## src/rtl/rv32_pkg.sv

```systemverilog
// Shared RV32 definitions: ALUControl codes for the M extension and the
// multiply/divide engine state encoding, plus small op-classification helpers.
package rv32_pkg;

  localparam int XLEN = 32;

  localparam logic [4:0] ALU_MUL    = 5'd10;
  localparam logic [4:0] ALU_MULH   = 5'd11;
  localparam logic [4:0] ALU_MULHSU = 5'd12;
  localparam logic [4:0] ALU_MULHU  = 5'd13;
  localparam logic [4:0] ALU_DIV    = 5'd14;
  localparam logic [4:0] ALU_DIVU   = 5'd15;
  localparam logic [4:0] ALU_REM    = 5'd16;
  localparam logic [4:0] ALU_REMU   = 5'd17;

  typedef enum logic [1:0] {
    MD_IDLE = 2'd0,
    MD_RUN  = 2'd1,
    MD_FIN  = 2'd2
  } md_state_e;

  function automatic logic md_is_op(input logic [4:0] code);
    return (code >= ALU_MUL) && (code <= ALU_REMU);
  endfunction

  function automatic logic md_is_mul(input logic [4:0] code);
    return (code >= ALU_MUL) && (code <= ALU_MULHU);
  endfunction

  function automatic logic md_is_rem(input logic [4:0] code);
    return (code == ALU_REM) || (code == ALU_REMU);
  endfunction

  function automatic logic md_a_signed(input logic [4:0] code);
    return (code == ALU_MUL) || (code == ALU_MULH) || (code == ALU_MULHSU) ||
           (code == ALU_DIV) || (code == ALU_REM);
  endfunction

  function automatic logic md_b_signed(input logic [4:0] code);
    return (code == ALU_MUL) || (code == ALU_MULH) ||
           (code == ALU_DIV) || (code == ALU_REM);
  endfunction

endpackage

```

## src/rtl/md_unit_if.sv

```systemverilog
// Request/response bundle between the EX stage and the multiply/divide engine.
interface md_unit_if #(parameter int XLEN = rv32_pkg::XLEN);
  logic            start;
  logic [4:0]      alu_control;
  logic [XLEN-1:0] src_a;
  logic [XLEN-1:0] src_b;
  logic            flush;
  logic            ready;
  logic            busy;
  logic            done;
  logic [XLEN-1:0] result;

  modport master (
    output start, alu_control, src_a, src_b, flush,
    input  ready, busy, done, result
  );

  modport slave (
    input  start, alu_control, src_a, src_b, flush,
    output ready, busy, done, result
  );
endinterface

```

## src/rtl/md_sign_fix.sv

```systemverilog
// Conditional two's-complement negate; used both to take operand magnitudes
// and to restore the sign of the final product/quotient/remainder.
module md_sign_fix #(
  parameter int DATA_W = 32
) (
  input  logic [DATA_W-1:0] val_i,
  input  logic              neg_i,
  output logic [DATA_W-1:0] val_o
);
  assign val_o = neg_i ? ('0 - val_i) : val_i;
endmodule

```

## src/rtl/md_unit.sv

```systemverilog
// Sequential RV32M engine: shift-add multiply and restoring divide, one bit
// per cycle, with single-cycle shortcuts for divide-by-zero and overflow.
module md_unit
  import rv32_pkg::*;
(
  input  logic         clk,
  input  logic         rst,
  md_unit_if.slave     io
);
  localparam int CNT_W = $clog2(XLEN);

  md_state_e         state_q, state_d;
  logic [4:0]        op_q, op_d;
  logic [CNT_W-1:0]  cnt_q, cnt_d;
  logic [XLEN-1:0]   hi_q, hi_d;
  logic [XLEN-1:0]   lo_q, lo_d;
  logic [XLEN-1:0]   opnd_q, opnd_d;
  logic              neg_q, neg_d;
  logic [XLEN-1:0]   result_q, result_d;

  logic              accept;
  logic              sign_a, sign_b;
  logic [XLEN-1:0]   abs_a, abs_b;
  logic              div_zero, div_ovf;
  logic [2*XLEN-1:0] prod_fix;
  logic [XLEN-1:0]   div_fix;
  logic [XLEN-1:0]   fin_val;
  logic [XLEN:0]     mul_sum;
  logic [XLEN:0]     div_shift;
  logic [XLEN:0]     div_diff;

  assign accept = (state_q == MD_IDLE) && io.start && !io.flush && md_is_op(io.alu_control);
  assign sign_a = md_a_signed(io.alu_control) && io.src_a[XLEN-1];
  assign sign_b = md_b_signed(io.alu_control) && io.src_b[XLEN-1];

  assign div_zero = !md_is_mul(io.alu_control) && (io.src_b == '0);
  assign div_ovf  = ((io.alu_control == ALU_DIV) || (io.alu_control == ALU_REM)) &&
                    (io.src_a == {1'b1, {(XLEN-1){1'b0}}}) && (io.src_b == '1);

  md_sign_fix #(.DATA_W(XLEN)) u_abs_a (.val_i(io.src_a), .neg_i(sign_a), .val_o(abs_a));
  md_sign_fix #(.DATA_W(XLEN)) u_abs_b (.val_i(io.src_b), .neg_i(sign_b), .val_o(abs_b));

  md_sign_fix #(.DATA_W(2*XLEN)) u_fix_prod (
    .val_i({hi_q, lo_q}), .neg_i(neg_q), .val_o(prod_fix)
  );
  md_sign_fix #(.DATA_W(XLEN)) u_fix_div (
    .val_i(md_is_rem(op_q) ? hi_q : lo_q), .neg_i(neg_q), .val_o(div_fix)
  );

  // hi:lo is the running product (multiply) or remainder:quotient (divide)
  assign mul_sum   = {1'b0, hi_q} + (lo_q[0] ? {1'b0, opnd_q} : '0);
  assign div_shift = {hi_q, lo_q[XLEN-1]};
  assign div_diff  = div_shift - {1'b0, opnd_q};

  always_comb begin
    fin_val = div_fix;
    if (op_q == ALU_MUL)     fin_val = prod_fix[XLEN-1:0];
    else if (md_is_mul(op_q)) fin_val = prod_fix[2*XLEN-1:XLEN];
  end

  always_comb begin
    state_d  = state_q;
    op_d     = op_q;
    cnt_d    = cnt_q;
    hi_d     = hi_q;
    lo_d     = lo_q;
    opnd_d   = opnd_q;
    neg_d    = neg_q;
    result_d = result_q;
    case (state_q)
      MD_IDLE: begin
        if (accept) begin
          op_d    = io.alu_control;
          cnt_d   = '0;
          hi_d    = '0;
          state_d = MD_RUN;
          if (md_is_mul(io.alu_control)) begin
            lo_d   = abs_b;
            opnd_d = abs_a;
            neg_d  = sign_a ^ sign_b;
          end else begin
            lo_d   = abs_a;
            opnd_d = abs_b;
            neg_d  = md_is_rem(io.alu_control) ? sign_a : (sign_a ^ sign_b);
          end
          // Shortcuts preload quotient/remainder so FIN emits them unchanged
          if (div_zero) begin
            state_d = MD_FIN;
            lo_d    = '1;
            hi_d    = io.src_a;
            neg_d   = 1'b0;
          end else if (div_ovf) begin
            state_d = MD_FIN;
            lo_d    = {1'b1, {(XLEN-1){1'b0}}};
            hi_d    = '0;
            neg_d   = 1'b0;
          end
        end
      end
      MD_RUN: begin
        if (io.flush) begin
          state_d = MD_IDLE;
        end else begin
          if (md_is_mul(op_q)) begin
            hi_d = mul_sum[XLEN:1];
            lo_d = {mul_sum[0], lo_q[XLEN-1:1]};
          end else if (!div_diff[XLEN]) begin
            hi_d = div_diff[XLEN-1:0];
            lo_d = {lo_q[XLEN-2:0], 1'b1};
          end else begin
            hi_d = div_shift[XLEN-1:0];
            lo_d = {lo_q[XLEN-2:0], 1'b0};
          end
          cnt_d = cnt_q + 1'b1;
          if (cnt_q == CNT_W'(XLEN-1)) begin
            cnt_d   = '0;
            state_d = MD_FIN;
          end
        end
      end
      MD_FIN: begin
        state_d = MD_IDLE;
        if (!io.flush) result_d = fin_val;
      end
      default: state_d = MD_IDLE;
    endcase
  end

  always_ff @(posedge clk or negedge rst) begin
    if (!rst) begin
      state_q  <= MD_IDLE;
      op_q     <= '0;
      cnt_q    <= '0;
      hi_q     <= '0;
      lo_q     <= '0;
      opnd_q   <= '0;
      neg_q    <= 1'b0;
      result_q <= '0;
    end else begin
      state_q  <= state_d;
      op_q     <= op_d;
      cnt_q    <= cnt_d;
      hi_q     <= hi_d;
      lo_q     <= lo_d;
      opnd_q   <= opnd_d;
      neg_q    <= neg_d;
      result_q <= result_d;
    end
  end

  // FIN presents the fresh value directly so it is usable alongside done
  assign io.ready  = (state_q == MD_IDLE);
  assign io.busy   = (state_q == MD_RUN) || accept;
  assign io.done   = (state_q == MD_FIN) && !io.flush;
  assign io.result = io.done ? fin_val : result_q;

endmodule
```

## src/flat_wrapper.sv

```systemverilog
// flat-port wrapper written by rule: the top's interface ports become plain ports
module md_unit_flat import rv32_pkg::*;
  (clk, rst, io_start, io_alu_control, io_src_a, io_src_b, io_flush, io_ready, io_busy, io_done, io_result);
  md_unit_if io_i ();
  input  logic clk;
  input  logic rst;
  input wire logic [$bits(io_i.start)-1:0] io_start;
  input wire logic [$bits(io_i.alu_control)-1:0] io_alu_control;
  input wire logic [$bits(io_i.src_a)-1:0] io_src_a;
  input wire logic [$bits(io_i.src_b)-1:0] io_src_b;
  input wire logic [$bits(io_i.flush)-1:0] io_flush;
  output wire logic [$bits(io_i.ready)-1:0] io_ready;
  output wire logic [$bits(io_i.busy)-1:0] io_busy;
  output wire logic [$bits(io_i.done)-1:0] io_done;
  output wire logic [$bits(io_i.result)-1:0] io_result;
  assign io_i.start = io_start;
  assign io_i.alu_control = io_alu_control;
  assign io_i.src_a = io_src_a;
  assign io_i.src_b = io_src_b;
  assign io_i.flush = io_flush;
  assign io_ready = io_i.ready;
  assign io_busy = io_i.busy;
  assign io_done = io_i.done;
  assign io_result = io_i.result;
  md_unit u_core (.clk(clk), .rst(rst), .io(io_i));
endmodule
```

## config.mk

```make
export PLATFORM = sky130hd
export DESIGN_NAME = md_unit_flat
export DESIGN_NICKNAME = d
export VERILOG_FILES = /design/src/rtl/rv32_pkg.sv /design/src/rtl/md_unit_if.sv /design/src/rtl/md_sign_fix.sv /design/src/rtl/md_unit.sv /design/src/flat_wrapper.sv
export SDC_FILE = /design/constraint.sdc
export NUM_CORES = 1
export LEC_CHECK = 0
export CAP_MARGIN = 20
export CORE_MARGIN = 2
export CORE_UTILIZATION = 30
export CTS_CLUSTER_SIZE = 20
export DETAILED_ROUTE_END_ITERATION = 16
export PLACE_DENSITY_LB_ADDON = 0.15
export SYNTH_ARGS = -nofsm -noshare
export SYNTH_HDL_FRONTEND = slang
export SYNTH_HIERARCHICAL = 1
export SYNTH_SLANG_ARGS = --single-unit
```

## constraint.sdc

```tcl
create_clock -name clk -period 6.1 [get_ports clk]
set_clock_uncertainty 0.05 [all_clocks]
set_input_delay 1.525 -clock clk [delete_from_list [all_inputs] [get_ports clk]]
set_output_delay 1.525 -clock clk [all_outputs]
set_load 0.05 [all_outputs]
```

==> results.toml <==
[status]
status = "finished clean"

[sta]
setup_ws_ps = 174
setup_tns_ps = 0
timing.final.crit_share = 0.971
hold_viol = 0
slew_violations = 0
maxSlewHeadroom = 0.256
tightest_slew_ps = 1110
setup_viol = 0
fin_crit_ps = 5930
fmax_ghz = 0.169

[critical_path]
cp_max_fo = 17
critPathKind = "register to primary output"
reg2reg_depth = 13
cp.required_ps = 4530
r2r_slack_ps = 1870
reg2reg_from = "u_core/lo_q[0]"
crit_path_end_kind = "primary output"
arrival_ps = 4350
worstReg2RegEnd = "u_core/hi_q[27]"
startpoint_type = "register"

[placement]
gp_congestion = 0.944
portBuffers = 107
dp_slack_ps = 553
post-dp-hpwl_mm = 52.8
place_area_sq_um = 18100

[finish]
multi_input_area_sq_um = 11800
layout-drive-gt1-share = 0.0974
fillers = 5678
area_delta_synth_final_pct = 16.8
fin_area_sq_um = 18800
seq_area_sq_um = 3530
final_net_count = 2359

[yosys]
synth_compound_area_frac = 0.240
synthMuxAreaShare = 0.0521
synthArstFlopShare = 1.00
synth_warnings = 6
synthCells = 2163
yosysSeqAreaShare = 0.219
synth_top_flop_cell = "dfrtp_1"
netlist.area_leader.share = 0.219
synth-simple-area-share = 0.266
synth_edf_count = 0
ys_ff_latch = 141
synth.area.top_cells = "dfrtp_1, xnor2_1, nand2_1"
syn_area_sq_um = 16100
yosys.area.top_type = "dfrtp_1"
synthDistinctLibCells = 88
synth_xor_area_frac = 0.112
synth_fa_ha_area_frac = 0.0569
synth_nets = 2308
postSynthAreaPerCell_sq_um = 7.44
synth_top_family_by_area = "simple AND/OR/NAND/NOR gates"

[pwr]
p_leak_uw = 0.00758
power.density_nw_per_um2 = 401
switching_share = 0.512
ir_drop_mv = 0.237
p_int_uw = 3680
seqPwrFrac = 0.221
switchingPower_uw = 3860
combPwrFrac = 0.633
power.share.clock = 0.146

[clock_tree]
cts_root_buf = "clkbuf_16"
cts_buffers = 17
postCtsHoldBufs = 0
clockBufferDepth = 2
cts_tree = "built"
htreeDepth = 4
clkLatencyLatePin_ps = 490
numClockSinks = 141
path_clk_slew_ps = 70

[global_routing]
antenna_found_initial = 1
grt_pass1_vias = 16700
grt_pass1_wl_mm = 106
grt_overflow = 0
grt_max_degree = 79
grt_usage = 0.247

[die]
fp.dieW_um = 236
core-area_sq_um = 52800
start_util = 0.305
dieArea_sq_um = 55500
fp-row-count = 84
die_h_um = 236
ios = 108

[drt]
drcViolationCount = 0
wl_per_cell_um = 23.7
totalWireLength_mm = 69.2
via_per_inst = 5.89
dr_total_vias = 17200
drtAntennaViolNets = 0
drt-pass1-iter-count = 8
first_iter_violations = 1703

[worst_hold_path]
holdCritStartpoint = "u_core/cnt_q[4]"
hold_end = "u_core/cnt_q[4]"
holdPathStages = 2
holdCritPathClass = "register to register"

[run]
cap_viol_max_count = 0
-- worst max-delay path by stage --
stage	from	end	slack, ps
global placement	u_core/op_q[1]	io_result[20]	560
global route	u_core/op_q[3]	io_result[21]	-20
CTS	u_core/op_q[1]	io_result[20]	8
detailed placement	u_core/op_q[1]	io_result[20]	550
floorplan	u_core/op_q[1]	io_result[30]	-10
finish	u_core/op_q[3]	io_result[25]	170
-- Yosys cell counts (all sizes together), types with 51 or more instances --
master,instances
nor3,57
o21ai,204
dfrtp,141
a21oi,101
nand3,58
nand2,380
nor2,126
ha,70
inv,68
clkbuf,103
o41ai,52
xnor2,181
a31oi,51
o31ai,51
-- worst max-delay path, cell delays in order, from the launching register on --
cell and delay [ps]:
dfrtp_1 430, nor4b_4 390, buf_12 210, mux2_2 370, or4_4 600, or4_4 510
o41ai_1 440, xnor2_1 160, nand2_1 60, nand3_1 90, o21ai_0 110, o21ai_1 290
buf_12 180
-- flip-flops by register name, summed over array words and instances (netlist names) --
name             cells
u_core/hi_q         32
u_core/lo_q         32
u_core/opnd_q       32
u_core/result_q     32
u_core/cnt_q         5
u_core/op_q          5
u_core/state_q       2
u_core/neg_q         1
-- logic make-up (layout without fill, tap and decap cells) --
logic type,after synthesis,count (layout)
flip-flops,141,141
multiplexers,80,80
XOR/XNOR,206,206
adder cells (fa/ha/maj),72,72
AO/OA/AOI/OAI,590,590
other,0,1
AND/OR/NAND/NOR,876,876
buffers and inverters,198,262
-- power by group through the flow --
stage / registers, uW / clock network [uW] / logic (uW)
floorplan: 1460 / 0 / 3510
global placement: 1670 / 0 / 4670
detailed placement: 1680 / 0 / 4670
CTS: 1660 / 1130 / 4700
global route: 1710 / 1170 / 5240
finish: 1670 / 1100 / 4780
-- area by class of cell --
class | instances | area share
diodes | 1 | 0.000133
clock buffers | 18 | 0.0228
clock inverters | 14 | 0.00858
inverters | 68 | 0.0136
multi-input cells | 1824 | 0.628
flip-flops and latches | 141 | 0.188
well taps | 688 | 0.0458
repair buffers | 162 | 0.0939
-- stage by stage --
step	util	hold slack [ps]	cells	total power (uW)
final	0.356	440	2916	7540
after floorplan	-	394	2163	4970
after detailed placement	0.343	426	2880	6350
after CTS	0.355	445	2912	7490
after global routing	0.356	481	2915	8110
after global placement	0.343	411	2880	6340
-- per-layer routing --
layer | global-route usage | up-vias | wire, um
li1 | - | 8001 | -
met1 | 0.333 | 8347 | 30800
met2 | 0.391 | 699 | 31300
met3 | 0.0341 | 137 | 4400
met4 | 0.115 | 0 | 2740
met5 | 0 | - | 0
-- cell usage in the layout (no fill, tap or decap), types with 9 or more instances in the layout --
cell and instances:
a211oi_1 14, a21o_1 22, a21oi_1 99, a221oi_1 9, a31oi_1 51, and2_1 36, and3_1 19, buf_12 26
buf_4 57, clkbuf_16 18, clkdlybuf4s50_1 74, dfrtp_1 140, ha_1 70, inv_1 68, mux2_2 31, mux2i_1 49
nand2_1 376, nand2b_1 22, nand3_1 57, nand4_1 33, nor2_1 122, nor3_1 56, nor4_1 29, o21a_1 14
o21ai_0 168, o21ai_1 31, o31ai_1 50, o41ai_1 42, o41ai_2 10, or2_2 11, or3_1 19, or4_1 25
or4_4 9, xnor2_1 181, xor2_1 25
-- repair_timing --
action,CTS,global route
resized for setup,0,8
setup buffers,0,1
endpoints found under the setup margin,0,15
Note: power is estimated with default switching activity, not from simulation.
